File: config.mk
export PLATFORM = sky130hd
export DESIGN_NAME = regfile_arbiter
export DESIGN_NICKNAME = d
export VERILOG_FILES = /design/src/rtl/regfile_arbiter.sv
export SDC_FILE = /design/constraint.sdc
export NUM_CORES = 1
export LEC_CHECK = 0
export CAP_MARGIN = 15
export CORE_ASPECT_RATIO = 0.6
export CORE_UTILIZATION = 45
export CTS_CLUSTER_DIAMETER = 150
export DETAILED_ROUTE_END_ITERATION = 10
export PLACE_DENSITY = 0.85
export SETUP_SLACK_MARGIN = 0.15
export SYNTH_ARGS = -nofsm -noshare
export SYNTH_HDL_FRONTEND = slang
export SYNTH_SLANG_ARGS = --single-unit
export TNS_END_PERCENT = 30
File: constraint.sdc
create_clock -name clk -period 7.2 [get_ports clk]
set_input_delay 1.8 -clock clk [delete_from_list [all_inputs] [get_ports clk]]
set_output_delay 1.8 -clock clk [all_outputs]
set_load 0.02 [all_outputs]
File: src/rtl/regfile_arbiter.sv
// ---------------------------------------------------------------------------
// regfile_arbiter
//
// Purpose: shares the single-access general-purpose register file between
// requester 0 (execute/ALU writeback) and requester 1 (load/store unit).
// The arbiter accepts one request at a time with round-robin fairness. It
// drives the register file strobes, select lines and halfword mode, and
// captures the file's registered read data. The result goes back to the
// requester with a one-cycle done pulse. Illegal register indices are
// rejected with an error pulse and never reach the file.
//
// Ports:
//   clk, reset            clock, asynchronous active-high reset
//   req0/1, we0/1         request and write-enable per requester
//   half0/1               halfword mode per requester
//   addr0/1, wdata0/1     register index and write data per requester
//   gnt0/1                one-cycle pulse, request accepted
//   done0/1, err0/1       one-cycle completion pulse, error flag with done
//   rdata0/1              read result, held after done
//   busy                  high whenever the arbiter is not IDLE
//   rf_readsig/writesig   register file strobes
//   rf_halfword           register file halfword mode
//   rf_sr, rf_dr          register file read / write select
//   rf_data_write         register file write data
//   rf_data_read          register file read data, one clk after readsig
// ---------------------------------------------------------------------------
module regfile_arbiter #(
  parameter int DATA_W   = 20,
  parameter int ADDR_W   = 4,
  parameter int NUM_FULL = 6,
  parameter int NUM_HALF = 12
) (
  input  logic              clk,
  input  logic              reset,
  input  logic              req0,
  input  logic              req1,
  input  logic              we0,
  input  logic              we1,
  input  logic              half0,
  input  logic              half1,
  input  logic [ADDR_W-1:0] addr0,
  input  logic [ADDR_W-1:0] addr1,
  input  logic [DATA_W-1:0] wdata0,
  input  logic [DATA_W-1:0] wdata1,
  output logic              gnt0,
  output logic              gnt1,
  output logic              done0,
  output logic              done1,
  output logic              err0,
  output logic              err1,
  output logic [DATA_W-1:0] rdata0,
  output logic [DATA_W-1:0] rdata1,
  output logic              busy,
  output logic              rf_readsig,
  output logic              rf_writesig,
  output logic              rf_halfword,
  output logic [ADDR_W-1:0] rf_sr,
  output logic [ADDR_W-1:0] rf_dr,
  output logic [DATA_W-1:0] rf_data_write,
  input  logic [DATA_W-1:0] rf_data_read
);

  typedef enum logic [1:0] {IDLE, ISSUE, CAPTURE, RESP} state_t;

  state_t            state_q, state_d;
  logic              lastGrant_q, lastGrant_d;
  logic              winId_q, winId_d;
  logic              isWrite_q, isWrite_d;
  logic              illegal_q, illegal_d;
  logic              gnt0_q, gnt0_d, gnt1_q, gnt1_d;
  logic              done0_q, done0_d, done1_q, done1_d;
  logic              err0_q, err0_d, err1_q, err1_d;
  logic [DATA_W-1:0] rdata0_q, rdata0_d, rdata1_q, rdata1_d;
  logic              busy_q, busy_d;
  logic              readsig_q, readsig_d, writesig_q, writesig_d;
  logic              halfword_q, halfword_d;
  logic [ADDR_W-1:0] sr_q, sr_d, dr_q, dr_d;
  logic [DATA_W-1:0] dataWrite_q, dataWrite_d;

  logic              selId;
  logic              selWe;
  logic              selHalf;
  logic [ADDR_W-1:0] selAddr;
  logic [DATA_W-1:0] selWdata;
  logic              selLegal;

  // Pick the candidate requester. On a tie the requester that did not win
  // last time gets the grant. The selected fields and their legality feed
  // the IDLE decision below.
  always_comb begin
    selId    = (req0 && req1) ? ~lastGrant_q : req1;
    selWe    = selId ? we1    : we0;
    selHalf  = selId ? half1  : half0;
    selAddr  = selId ? addr1  : addr0;
    selWdata = selId ? wdata1 : wdata0;
    selLegal = selHalf ? (32'(selAddr) < 32'(NUM_HALF))
                       : (32'(selAddr) < 32'(NUM_FULL));
  end

  // Next-state and registered-output logic. Every output is a register, so
  // the strobes for the ISSUE cycle are computed on the edge that accepts
  // the request. Done and err are computed on the edge that enters RESP.
  always_comb begin
    state_d     = state_q;
    lastGrant_d = lastGrant_q;
    winId_d     = winId_q;
    isWrite_d   = isWrite_q;
    illegal_d   = illegal_q;
    gnt0_d      = 1'b0;
    gnt1_d      = 1'b0;
    done0_d     = 1'b0;
    done1_d     = 1'b0;
    err0_d      = 1'b0;
    err1_d      = 1'b0;
    rdata0_d    = rdata0_q;
    rdata1_d    = rdata1_q;
    readsig_d   = 1'b0;
    writesig_d  = 1'b0;
    halfword_d  = 1'b0;
    sr_d        = '0;
    dr_d        = '0;
    dataWrite_d = '0;

    case (state_q)
      IDLE: begin
        if (req0 || req1) begin
          state_d     = ISSUE;
          lastGrant_d = selId;
          winId_d     = selId;
          isWrite_d   = selWe;
          illegal_d   = ~selLegal;
          gnt0_d      = ~selId;
          gnt1_d      = selId;
          if (selLegal && selWe) begin
            writesig_d  = 1'b1;
            dr_d        = selAddr;
            dataWrite_d = selWdata;
            halfword_d  = selHalf;
          end else if (selLegal) begin
            readsig_d  = 1'b1;
            sr_d       = selAddr;
            halfword_d = selHalf;
          end
        end
      end

      ISSUE: begin
        if (illegal_q || isWrite_q) begin
          state_d = RESP;
          done0_d = ~winId_q;
          done1_d = winId_q;
          err0_d  = illegal_q && ~winId_q;
          err1_d  = illegal_q && winId_q;
          // A rejected read returns zero; a rejected write leaves rdata alone.
          if (illegal_q && !isWrite_q) begin
            if (winId_q) rdata1_d = '0;
            else         rdata0_d = '0;
          end
        end else begin
          state_d = CAPTURE;
        end
      end

      CAPTURE: begin
        state_d = RESP;
        done0_d = ~winId_q;
        done1_d = winId_q;
        if (winId_q) rdata1_d = rf_data_read;
        else         rdata0_d = rf_data_read;
      end

      RESP: begin
        state_d = IDLE;
      end

      default: begin
        state_d = IDLE;
      end
    endcase

    busy_d = (state_d != IDLE);
  end

  // State and output registers. Reset abandons any transaction in flight,
  // drops the strobes at once and points the arbiter at requester 1 so
  // that requester 0 wins the first tie.
  always_ff @(posedge clk or posedge reset) begin
    if (reset) begin
      state_q     <= IDLE;
      lastGrant_q <= 1'b1;
      winId_q     <= 1'b0;
      isWrite_q   <= 1'b0;
      illegal_q   <= 1'b0;
      gnt0_q      <= 1'b0;
      gnt1_q      <= 1'b0;
      done0_q     <= 1'b0;
      done1_q     <= 1'b0;
      err0_q      <= 1'b0;
      err1_q      <= 1'b0;
      rdata0_q    <= '0;
      rdata1_q    <= '0;
      busy_q      <= 1'b0;
      readsig_q   <= 1'b0;
      writesig_q  <= 1'b0;
      halfword_q  <= 1'b0;
      sr_q        <= '0;
      dr_q        <= '0;
      dataWrite_q <= '0;
    end else begin
      state_q     <= state_d;
      lastGrant_q <= lastGrant_d;
      winId_q     <= winId_d;
      isWrite_q   <= isWrite_d;
      illegal_q   <= illegal_d;
      gnt0_q      <= gnt0_d;
      gnt1_q      <= gnt1_d;
      done0_q     <= done0_d;
      done1_q     <= done1_d;
      err0_q      <= err0_d;
      err1_q      <= err1_d;
      rdata0_q    <= rdata0_d;
      rdata1_q    <= rdata1_d;
      busy_q      <= busy_d;
      readsig_q   <= readsig_d;
      writesig_q  <= writesig_d;
      halfword_q  <= halfword_d;
      sr_q        <= sr_d;
      dr_q        <= dr_d;
      dataWrite_q <= dataWrite_d;
    end
  end

  assign gnt0          = gnt0_q;
  assign gnt1          = gnt1_q;
  assign done0         = done0_q;
  assign done1         = done1_q;
  assign err0          = err0_q;
  assign err1          = err1_q;
  assign rdata0        = rdata0_q;
  assign rdata1        = rdata1_q;
  assign busy          = busy_q;
  assign rf_readsig    = readsig_q;
  assign rf_writesig   = writesig_q;
  assign rf_halfword   = halfword_q;
  assign rf_sr         = sr_q;
  assign rf_dr         = dr_q;
  assign rf_data_write = dataWrite_q;

endmodule

==> run metrics <==
status=completed; worst slew pin tran=1170 ps; die area=8260 um2; hold_sp=rdata0[13]; Worst Hold Depth=2; #FFs+latches synth=84; ys flop type=dfrtp_1; hold crit path type=register to register; CP max FO=28; row count=24; vias in the first global route=3171; clk root buf=clkbuf_16; number of buffers created by CTS=9; gr usage total=0.252; Final ANT Viol Nets=0; max-slew violation count=0; EDFF count, synth=0; htree depth=3; setup_tns=0 ps; R2R Path End=rf_data_write[0]; Buf/Inv on CP=2; Synth Area per Inst=10.1 um2; R2R Setup Slk=4550 ps; Rel. slew slack=0.220; # DRC=0; first-pass GRT wire length=15700 um; Post-Synth XOR/XNOR Area=0; Post-Syn Nets=429; CTS sink cnt=84; Worst setup EP type=register; pwr dens=345 nW/um2; leakage power=2.32 nW; TritonRoute pass-1 iters=4; share of cells above drive strength 1=0.0876; startpoint types=primary input; Pwr Total=1.89 mW; Max Cap Viol=0; hold buffer count at cts=0; post-route met1 wirelength=4380 um; cell chain of the critical path=clkdlybuf4s50_1 -> a21bo_1 -> nand3_1 -> buf_16 -> a221oi_1; met3 wire len=739 um; initial antenna violation count=0; CP max stage delay=710 ps; Min-Delay Endpoint=rdata0[13]; largest family of logic cells by synthesized area=compound AO/OA/AOI/OAI gates; Final period util=0.576; post-synthesis mux area share=0; Highest Clock Rate=241 MHz; Synth area leader=dfrtp_1; Max rail drop VDD=0.000235 V; clk slew on worst S/H paths=60 ps; ant diodes=0; area grow syn2layout=54.5%; Initial Utilization=0.476; kind of critical path=primary input to register; WL/cell=16.4 um; WP data required=7410 ps; vias per cell=5.19; CTS Buffer Depth=2; CTS tree=built; ys async rst share=1.00; commonest non-fill, non-tap cell in the layout=clkdlybuf4s50_1; sequential element share of the synthesized area=0.593; I/O pin total=154; total core area=7450 um2; Slowest-stage cell, CP=a21bo_1; Fin. Hold Viols=0; Setup-failing EPs final=0; reg2reg start=lastGrant_q; largest net degree at the start of global routing=65; post-cts resize count=0; mapped cell area=3550 um2; CP Launch Point=req0; R2R cell count=4; Die Span Y=70.8 um; post-CTS setup buffer count=0; CP arrival=4360 ps; unrepaired setup endpoints after global routing=false; simple-gate share of the synthesized area=0.176; routability cong.=0.828; HPWL Detailed=6990 um; most frequent cells in the layout=clkdlybuf4s50_1, nand2_1, dfrtp_1; WL final=9940 um; compound-cell area share of the yosys netlist=0.179; Buffers on Ports=153; Die Wd=117 um; Clock Latency Late Sink=330 ps; Area contributors post-synth=dfrtp_1, nand2_1, a221oi_2, o21ai_1, o21ai_0; Final nets=576; Crit path max-delay family=compound AO/OA/AOI/OAI gates; global route overflow=0; Synth Area in Adders=0.0162; met2 routed WL=4770 um; Tmin final=4150 ps; warning count from the yosys run=0; Max Used Layer=met4; Cells after Synth=350; clock skew=4.60 ps; routed via count=3147; Yosys cell types=40; Yosys top cell area share=0.585; initial drt markers=187
==> through the flow <==
step           hold slack, ps  setup slack (ps)  utilization  cell area [um2]  cells
2_1_floorplan             456              3240            -             3550    350
3_3_place_gp              462              2450        0.691             5140    589
3_5_place_dp              472              2240        0.691             5140    589
4_1_cts                   485              2590        0.732             5450    605
5_1_grt                   514              2900        0.736             5480    606
6_report                  475              3050        0.736             5480    606
==> how the worst max path moves through the flow <==
stage,cells after the start,endpoint
floorplan,1,busy
global placement,4,rf_data_write[3]
detailed placement,4,rf_data_write[2]
CTS,4,rf_data_write[2]
global route,5,rf_data_write[2]
finish,5,rf_data_write[0]
==> cell type report <==
class	count	area, um2
flip-flops and latches	84	2100
fillers	535	1970
repair buffers	158	1590
multi-input cells	238	1330
clock buffers	10	239
well taps	104	130
clock inverters	6	71.3
inverters	6	23.8
==> state kept, by name (all words and copies together) (netlist names), 2 cells and up <==
name / count
rdata1: 20
rf_data_write: 20
rf_dr: 4
rdata0: 20
rf_sr: 4
state_q: 2
==> worst register-to-register path: stages (launching register included) <==
cell and delay (ps):
dfstp_2 570, a21bo_1 680, nand3_1 600, buf_16 350, a221oi_1 330
==> per-layer routing <==
| layer | global-route usage | vias up |
|---|---|---|
| met5 | 0 | - |
| met4 | 0.0703 | 0 |
| met3 | 0.0711 | 4 |
| met2 | 0.405 | 132 |
| met1 | 0.336 | 1526 |
| li1 | - | 1485 |
==> power by group <==
group	leakage, nW	internal, mW	total, mW	switching, mW
clock	0.146	0.281	0.468	0.187
combinational	1.04	0.315	0.761	0.446
sequential	1.13	0.594	0.662	0.0688
==> cell usage after synthesis (3+ instances only) <==
library cell,count
o21ai_0,21
o21ai_1,25
nand2_1,113
a21oi_1,9
nor2b_1,7
a221oi_1,5
clkbuf_1,11
ha_1,3
nor2_1,8
buf_2,9
inv_1,6
nor3_1,4
a221oi_2,15
dfrtp_1,83
==> kinds of logic after synthesis <==
logic type / Yosys count
fa+ha+maj: 5
simple gates: 148
buf+inv: 28
compound gates: 85
flops: 84
No activity file was read; power rests on OpenSTA's default activity.
